**src/rtl/ucaspian_step_sched_if.sv**
```systemverilog
// ucaspian_step_sched_if
// Groups the host command channel and the unit sequencing controls of the
// uCaspian time-step scheduler into one bundle.
//
// Signals:
//   cmd_vld / cmd_rdy / cmd_op / cmd_steps : host command handshake and operands
//   halt                                   : host request to stop a RUN early
//   step_done_vec / clear_done_vec         : per-unit completion flags
//   enable / next_step                     : unit run controls
//   clear_act / clear_config               : unit clear requests (levels)
//   busy / cmd_done / cmd_err              : scheduler status back to the host
//   step_count / steps_left                : RUN progress counters
//
// Modports:
//   master : host/unit side (drives commands and done flags)
//   slave  : scheduler side
interface ucaspian_step_sched_if #(
    parameter int N_UNITS = 3,
    parameter int CNT_W   = 16
);
    logic               cmd_vld;
    logic               cmd_rdy;
    logic [1:0]         cmd_op;
    logic [CNT_W-1:0]   cmd_steps;
    logic               halt;
    logic [N_UNITS-1:0] step_done_vec;
    logic [N_UNITS-1:0] clear_done_vec;
    logic               enable;
    logic               next_step;
    logic               clear_act;
    logic               clear_config;
    logic               busy;
    logic               cmd_done;
    logic               cmd_err;
    logic [CNT_W-1:0]   step_count;
    logic [CNT_W-1:0]   steps_left;

    modport master (
        output cmd_vld, cmd_op, cmd_steps, halt, step_done_vec, clear_done_vec,
        input  cmd_rdy, enable, next_step, clear_act, clear_config,
               busy, cmd_done, cmd_err, step_count, steps_left
    );

    modport slave (
        input  cmd_vld, cmd_op, cmd_steps, halt, step_done_vec, clear_done_vec,
        output cmd_rdy, enable, next_step, clear_act, clear_config,
               busy, cmd_done, cmd_err, step_count, steps_left
    );
endinterface

```
**src/rtl/ucaspian_step_sched.sv**
```systemverilog
// ucaspian_step_sched
// Top-level time-step scheduler for the uCaspian core. Accepts host commands
// (RUN n steps, CLEAR_ACT, CLEAR_CONFIG) and sequences the axon, synapse and
// neuron units through them, completing a step or clear only once every unit
// has reported done.
//
// Ports:
//   clk   : clock
//   reset : asynchronous, active-high reset
//   bus   : ucaspian_step_sched_if.slave, command channel + unit controls
//
// Parameters:
//   N_UNITS       : number of sequenced units (width of the done vectors)
//   CNT_W         : width of the step-count operand and counters
//   SETTLE_CYCLES : cycles after next_step during which step_done_vec is
//                   ignored, since units may still show the previous step's done
module ucaspian_step_sched #(
    parameter int N_UNITS       = 3,
    parameter int CNT_W         = 16,
    parameter int SETTLE_CYCLES = 3
) (
    input  logic                 clk,
    input  logic                 reset,
    ucaspian_step_sched_if.slave bus
);

    localparam int SET_W = (SETTLE_CYCLES > 0) ? $clog2(SETTLE_CYCLES + 1) : 1;

    localparam logic [1:0] OP_RUN       = 2'd0;
    localparam logic [1:0] OP_CLEAR_ACT = 2'd1;
    localparam logic [1:0] OP_CLEAR_CFG = 2'd2;

    typedef enum logic [2:0] {
        S_IDLE,
        S_CLEAR,
        S_STEP,
        S_SETTLE,
        S_WAIT,
        S_DONE
    } state_t;

    state_t             state, state_n;
    logic [CNT_W-1:0]   step_count_r, step_count_n;
    logic [CNT_W-1:0]   steps_left_r, steps_left_n;
    logic [SET_W-1:0]   settle_cnt, settle_cnt_n;
    logic               halt_pending, halt_pending_n;
    logic               err_r, err_n;
    logic               clr_cfg_r, clr_cfg_n;
    logic               clr_first, clr_first_n;

    // State and datapath registers. Reset returns to IDLE at once, and every
    // unit control is decoded from the state, so clears and enable drop
    // without waiting for the units.
    always_ff @(posedge clk or posedge reset) begin
        if (reset) begin
            state        <= S_IDLE;
            step_count_r <= '0;
            steps_left_r <= '0;
            settle_cnt   <= '0;
            halt_pending <= 1'b0;
            err_r        <= 1'b0;
            clr_cfg_r    <= 1'b0;
            clr_first    <= 1'b0;
        end else begin
            state        <= state_n;
            step_count_r <= step_count_n;
            steps_left_r <= steps_left_n;
            settle_cnt   <= settle_cnt_n;
            halt_pending <= halt_pending_n;
            err_r        <= err_n;
            clr_cfg_r    <= clr_cfg_n;
            clr_first    <= clr_first_n;
        end
    end

    // Next-state and datapath update. A step ends when all units report done
    // in WAIT. A halt seen during the step (including its final WAIT cycle)
    // ends the RUN after that step completes.
    always_comb begin
        state_n        = state;
        step_count_n   = step_count_r;
        steps_left_n   = steps_left_r;
        settle_cnt_n   = settle_cnt;
        halt_pending_n = halt_pending;
        err_n          = err_r;
        clr_cfg_n      = clr_cfg_r;
        clr_first_n    = clr_first;

        case (state)
            S_IDLE: begin
                halt_pending_n = 1'b0;
                if (bus.cmd_vld) begin
                    err_n = 1'b0;
                    case (bus.cmd_op)
                        OP_RUN: begin
                            step_count_n = '0;
                            steps_left_n = bus.cmd_steps;
                            state_n      = (bus.cmd_steps == '0) ? S_DONE : S_STEP;
                        end
                        OP_CLEAR_ACT: begin
                            clr_cfg_n   = 1'b0;
                            clr_first_n = 1'b1;
                            state_n     = S_CLEAR;
                        end
                        OP_CLEAR_CFG: begin
                            clr_cfg_n   = 1'b1;
                            clr_first_n = 1'b1;
                            state_n     = S_CLEAR;
                        end
                        default: begin
                            err_n   = 1'b1;
                            state_n = S_DONE;
                        end
                    endcase
                end
            end
            // The done flags seen in the first cycle of a clear are left over
            // from before the request, so they are skipped.
            S_CLEAR: begin
                clr_first_n = 1'b0;
                if (!clr_first && (&bus.clear_done_vec)) begin
                    state_n = S_DONE;
                end
            end
            S_STEP: begin
                halt_pending_n = halt_pending | bus.halt;
                settle_cnt_n   = SET_W'(SETTLE_CYCLES);
                state_n        = (SETTLE_CYCLES == 0) ? S_WAIT : S_SETTLE;
            end
            S_SETTLE: begin
                halt_pending_n = halt_pending | bus.halt;
                settle_cnt_n   = settle_cnt - SET_W'(1);
                if (settle_cnt <= SET_W'(1)) begin
                    state_n = S_WAIT;
                end
            end
            S_WAIT: begin
                halt_pending_n = halt_pending | bus.halt;
                if (&bus.step_done_vec) begin
                    step_count_n = step_count_r + CNT_W'(1);
                    steps_left_n = steps_left_r - CNT_W'(1);
                    if ((steps_left_r == CNT_W'(1)) || halt_pending || bus.halt) begin
                        state_n = S_DONE;
                    end else begin
                        state_n = S_STEP;
                    end
                end
            end
            S_DONE: begin
                halt_pending_n = 1'b0;
                state_n        = S_IDLE;
            end
            default: begin
                state_n = S_IDLE;
            end
        endcase
    end

    assign bus.cmd_rdy      = (state == S_IDLE);
    assign bus.busy         = (state != S_IDLE);
    assign bus.enable       = (state == S_STEP) || (state == S_SETTLE) || (state == S_WAIT);
    assign bus.next_step    = (state == S_STEP);
    assign bus.clear_act    = (state == S_CLEAR) && !clr_cfg_r;
    assign bus.clear_config = (state == S_CLEAR) && clr_cfg_r;
    assign bus.cmd_done     = (state == S_DONE);
    assign bus.cmd_err      = (state == S_DONE) && err_r;
    assign bus.step_count   = step_count_r;
    assign bus.steps_left   = steps_left_r;

endmodule
```
**src/flat_wrapper.sv**
```systemverilog
// flat-port wrapper written by rule: the top's interface ports become plain ports
module ucaspian_step_sched_flat 
#(
    parameter int N_UNITS       = 3,
    parameter int CNT_W         = 16,
    parameter int SETTLE_CYCLES = 3
)
  (clk, reset, bus_cmd_vld, bus_cmd_op, bus_cmd_steps, bus_halt, bus_step_done_vec, bus_clear_done_vec, bus_cmd_rdy, bus_enable, bus_next_step, bus_clear_act, bus_clear_config, bus_busy, bus_cmd_done, bus_cmd_err, bus_step_count, bus_steps_left);
  ucaspian_step_sched_if #(.N_UNITS(N_UNITS), .CNT_W(CNT_W)) bus_i ();
  input  logic clk;
  input  logic reset;
  input wire logic [$bits(bus_i.cmd_vld)-1:0] bus_cmd_vld;
  input wire logic [$bits(bus_i.cmd_op)-1:0] bus_cmd_op;
  input wire logic [$bits(bus_i.cmd_steps)-1:0] bus_cmd_steps;
  input wire logic [$bits(bus_i.halt)-1:0] bus_halt;
  input wire logic [$bits(bus_i.step_done_vec)-1:0] bus_step_done_vec;
  input wire logic [$bits(bus_i.clear_done_vec)-1:0] bus_clear_done_vec;
  output wire logic [$bits(bus_i.cmd_rdy)-1:0] bus_cmd_rdy;
  output wire logic [$bits(bus_i.enable)-1:0] bus_enable;
  output wire logic [$bits(bus_i.next_step)-1:0] bus_next_step;
  output wire logic [$bits(bus_i.clear_act)-1:0] bus_clear_act;
  output wire logic [$bits(bus_i.clear_config)-1:0] bus_clear_config;
  output wire logic [$bits(bus_i.busy)-1:0] bus_busy;
  output wire logic [$bits(bus_i.cmd_done)-1:0] bus_cmd_done;
  output wire logic [$bits(bus_i.cmd_err)-1:0] bus_cmd_err;
  output wire logic [$bits(bus_i.step_count)-1:0] bus_step_count;
  output wire logic [$bits(bus_i.steps_left)-1:0] bus_steps_left;
  assign bus_i.cmd_vld = bus_cmd_vld;
  assign bus_i.cmd_op = bus_cmd_op;
  assign bus_i.cmd_steps = bus_cmd_steps;
  assign bus_i.halt = bus_halt;
  assign bus_i.step_done_vec = bus_step_done_vec;
  assign bus_i.clear_done_vec = bus_clear_done_vec;
  assign bus_cmd_rdy = bus_i.cmd_rdy;
  assign bus_enable = bus_i.enable;
  assign bus_next_step = bus_i.next_step;
  assign bus_clear_act = bus_i.clear_act;
  assign bus_clear_config = bus_i.clear_config;
  assign bus_busy = bus_i.busy;
  assign bus_cmd_done = bus_i.cmd_done;
  assign bus_cmd_err = bus_i.cmd_err;
  assign bus_step_count = bus_i.step_count;
  assign bus_steps_left = bus_i.steps_left;
  ucaspian_step_sched #(.N_UNITS(N_UNITS), .CNT_W(CNT_W), .SETTLE_CYCLES(SETTLE_CYCLES)) u_core (.clk(clk), .reset(reset), .bus(bus_i));
endmodule
```
**config.mk**
```make
export PLATFORM = sky130hd
export DESIGN_NAME = ucaspian_step_sched_flat
export DESIGN_NICKNAME = d
export VERILOG_FILES = /design/src/rtl/ucaspian_step_sched_if.sv /design/src/rtl/ucaspian_step_sched.sv /design/src/flat_wrapper.sv
export SDC_FILE = /design/constraint.sdc
export NUM_CORES = 1
export LEC_CHECK = 0
export CAP_MARGIN = 20
export CORE_MARGIN = 4
export CORE_UTILIZATION = 49
export CTS_BUF_LIST = sky130_fd_sc_hd__clkbuf_16
export CTS_CLUSTER_DIAMETER = 60
export DETAILED_ROUTE_END_ITERATION = 6
export MAX_ROUTING_LAYER = met4
export PLACE_DENSITY = 0.8
export SKIP_LAST_GASP = 1
export SYNTH_ARGS = -nofsm -noshare
export SYNTH_HDL_FRONTEND = slang
export SYNTH_SLANG_ARGS = --single-unit
```
**constraint.sdc**
```tcl
create_clock -name clk -period 2.3 [get_ports clk]
set_input_delay 0.46 -clock clk [delete_from_list [all_inputs] [get_ports clk]]
set_output_delay 0.46 -clock clk [all_outputs]
set_load 0.01 [all_outputs]
```
==> summary.txt <==
Clocking
  – CTS Buffer Depth: 2
  – Clock Tree Root: clkbuf_16
  – H-tree levels: 2
  – CTS Hold Buffers Added: 0
  – CTS Buf Count: 5
  – Reg clk slew, reported paths: 0.05 ns
  – CTS tree: built
  – Clock Latency Late Sink: around 0.28 ns
  – CTS sink count: 41

Placement
  – RD Place Congestion: 0.8766
  – Placed instance area: 3441 µm²
  – I/O Buffers: 67
  – Final HPWL DP: 5146 µm
  – Cells after DPL: 440
  – Placement Setup Slack: -0.01020 ns

Min path
  – Worst Hold Class: flop to flop
  – Hold Startpoint: u_core.settle_cnt[0]
  – Hold Path End: u_core.settle_cnt[0]
  – Worst Hold Depth: 1

STA
  – Count of pins over their slew limit: 0
  – Final Hold Viols: 0
  – Worst slew margin: about two thirds
  – Highest clock rate: 447.8 MHz
  – Fin crit share: a little under 100%
  – Tightest Pin Transition: about 0.53 ns
  – Setup Skew: 0.005101 ns
  – Worst setup margin: ~0.067 ns
  – Setup Viol. Count Final: 0
  – Unrepaired setup endpoints after global routing: yes
  – Hold WS: between 0.4 and 0.5 ns
  – Fin crit period: 2.233 ns

Synth
  – Avg Cell Area, Syn: 8.556 µm²
  – Synth async-reset ratio: 100.0%
  – Post-synth EDFFs: 0
  – Synth Cell Area: between 2000 and 3000 µm²
  – Yosys warns: 0
  – Register area share after synthesis: 39.58%
  – Syn Nets: 339
  – Post-Synthesis Cells: a little over 300
  – Netlist cell types: 48
  – Yosys reg bits: 41
  – Top_reg_cell synth: dfrtp_1

Power and ir drop
  – Pleak: 1.499 nW
  – VDD IR max: 0.5325 mV
  – Cell area power density: 1001 nW/µm²

Drt
  – 1st-pass router iterations: 4
  – Final ANT Viol Nets: 0
  – Routed WL per cell: 16.20 µm
  – DR vias: 2691
  – Via density per instance: 5.993
  – Initial drt markers: 182
  – DRC violations left: 0
  – Routed WL: 7275 µm

Global routing
  – Gr usage total: a little under a quarter
  – Initial antenna violation count: 0
  – Largest net degree at the start of global routing: 42
  – First-pass GRT wire length: 11910 µm
  – Total congestion overflow: 0
  – Vias in the first global route: 2484

Critical path
  – R2R Setup Slk: 0.16 ns
  – Critical path launch point type: flop
  – R2R depth: 6
  – CP arrival: 1.77 ns
  – Reg-to-Reg Start: u_core.bus.steps_left[1]
  – Slowest stage delay, CP: between 0.5 and 0.6 ns
  – Crit path buffers/inverters: 3
  – Worst r2r dst: u_core.state[0]
  – Crit-path cells: buf_4 -> inv_1 -> and3_1 -> clkdlybuf4s50_1
  – CP delay by family, top: buffers and inverters
  – Crit path kind: flop to output pin
  – Crit end category: output pin
  – Critical Path Stages: 4
  – CP max FO: 8
  – Setup crit start: u_core.state[1]
  – CP max stage cell: clkdlybuf4s50_1
  – Critical Path RT: 1.84 ns

Finish
  – Design area: 3620 µm²
  – Fin cells: 449
  – Final net count: ~420
  – Finished Core Util: 70.87%
  – Commonest non-fill, non-tap cell in the layout: clkdlybuf4s50_1
  – Area of the multi-input gates: 1458 µm²
  – Commonest cells after routing, fill and taps aside: clkdlybuf4s50_1 (64), dfrtp_1 (38), o21ai_0 (34), buf_4 (26), nand2_1 (25)
  – Register Area: 1030 µm²
  – Antenna Diode Count: 0
  – Share of layout cells above drive strength 1: between 10% and 20%
  – Layout fillers: 414
  – Area grow syn2layout: 39.62%

Floorplan
  – Starting density of the core: 50.76%
  – Height of the die: 80.74 µm
  – I/O Pins: 68
  – Core Area: roughly 5100 µm²
  – Die W: between 80 and 90 µm
  – Die area: about 6500 µm²
  – Cell Rows: 26

Run status
  – Status: completed

Job
  – Max_cap viols: 0
## flip-flops by register name, indices dropped and copies added, names as in the netlist
| signal | count |
|---|---|
| u_core.settle_cnt | 2 |
| u_core.clr_first | 1 |
| u_core.err_r | 1 |
| u_core.halt_pending | 1 |
| u_core.clr_cfg_r | 1 |
| u_core.state | 3 |
| u_core.bus.step_count | 16 |
| u_core.bus.steps_left | 16 |
## logic make-up after synthesis
family	share of synthesized area, %
simple gates	22.68
fa+ha+maj	3.861
mux	0.8687
compound gates	27.70
flops	39.58
buf+inv	5.309
## Yosys cell counts (4+ instances only)
| master | count | area [µm²] |
|---|---|---|
| o211ai_1 | 4 | 30.03 |
| o21ai_0 | 34 | 170.2 |
| a22oi_1 | 6 | 45.04 |
| nand2_1 | 25 | 93.84 |
| dfrtp_1 | 41 | 1026 |
| ha_1 | 8 | 100.1 |
| o2bb2ai_1 | 5 | 43.79 |
| o31ai_1 | 5 | 37.54 |
| a21oi_1 | 20 | 100.1 |
| clkbuf_1 | 20 | 75.07 |
| nor2_1 | 16 | 60.06 |
| and2_1 | 4 | 25.02 |
| nand3_1 | 8 | 40.04 |
| or4_1 | 5 | 37.54 |
| nand4_1 | 8 | 50.05 |
| nor3_1 | 5 | 25.02 |
| inv_1 | 12 | 45.04 |
| a31oi_1 | 14 | 87.58 |
| nor4_1 | 7 | 43.79 |
| and3_1 | 5 | 31.28 |
## layer usage
layer  GRT usage (%)  part of all wire (%)  up-vias
met2           36.75                    49       97
met5               -                     0        -
met4           6.081                   1.0        0
met3           4.545                   5.0        9
li1                -                     -     1305
met1           32.58                    45     1280
## final cells by class
cell class	count	area share [%]
timing repair buffer	93	24.02
tap	70	2.420
clock inverter	1	0.1383
sequential	41	28.45
inverter	12	1.244
multi-input combinational	227	40.27
clock buffer	5	3.457
## repair_timing
| action | in CTS | in global routing |
|---|---|---|
| hold endpoints to repair | 0 | 0 |
| resized for setup | 4 | 6 |
| setup endpoints to repair | 3 | 5 |
| buffers inserted | 0 | 3 |
## stage by stage
| stage | power [mW] | setup TNS, ns |
|---|---|---|
| CTS | 3.570 | -0.02196 |
| floorplan | 2.076 | 0 |
| detailed placement | 2.891 | -0.01020 |
| finish | 3.625 | 0 |
| global placement | 2.863 | 0 |
| global route | 3.876 | -0.003037 |
## how the worst max path moves through the flow
stage	endpoint	slack (ns)
final	bus_cmd_done	0.07
after global routing	bus_cmd_done	-0.003
after CTS	bus_enable	-0.02
after detailed placement	u_core.bus.step_count[6]	-0.01
after global placement	u_core.bus.step_count[8]	0.05
after floorplan	u_core.bus.steps_left[15]	0.20
## power breakdown
part           total, mW  internal (mW)  switching (mW)
clock network      0.653          0.388           0.266
logic               1.76          0.897           0.865
registers           1.21          0.941           0.268
total               3.62           2.23            1.40
Note: power is estimated with default switching activity, not from simulation.
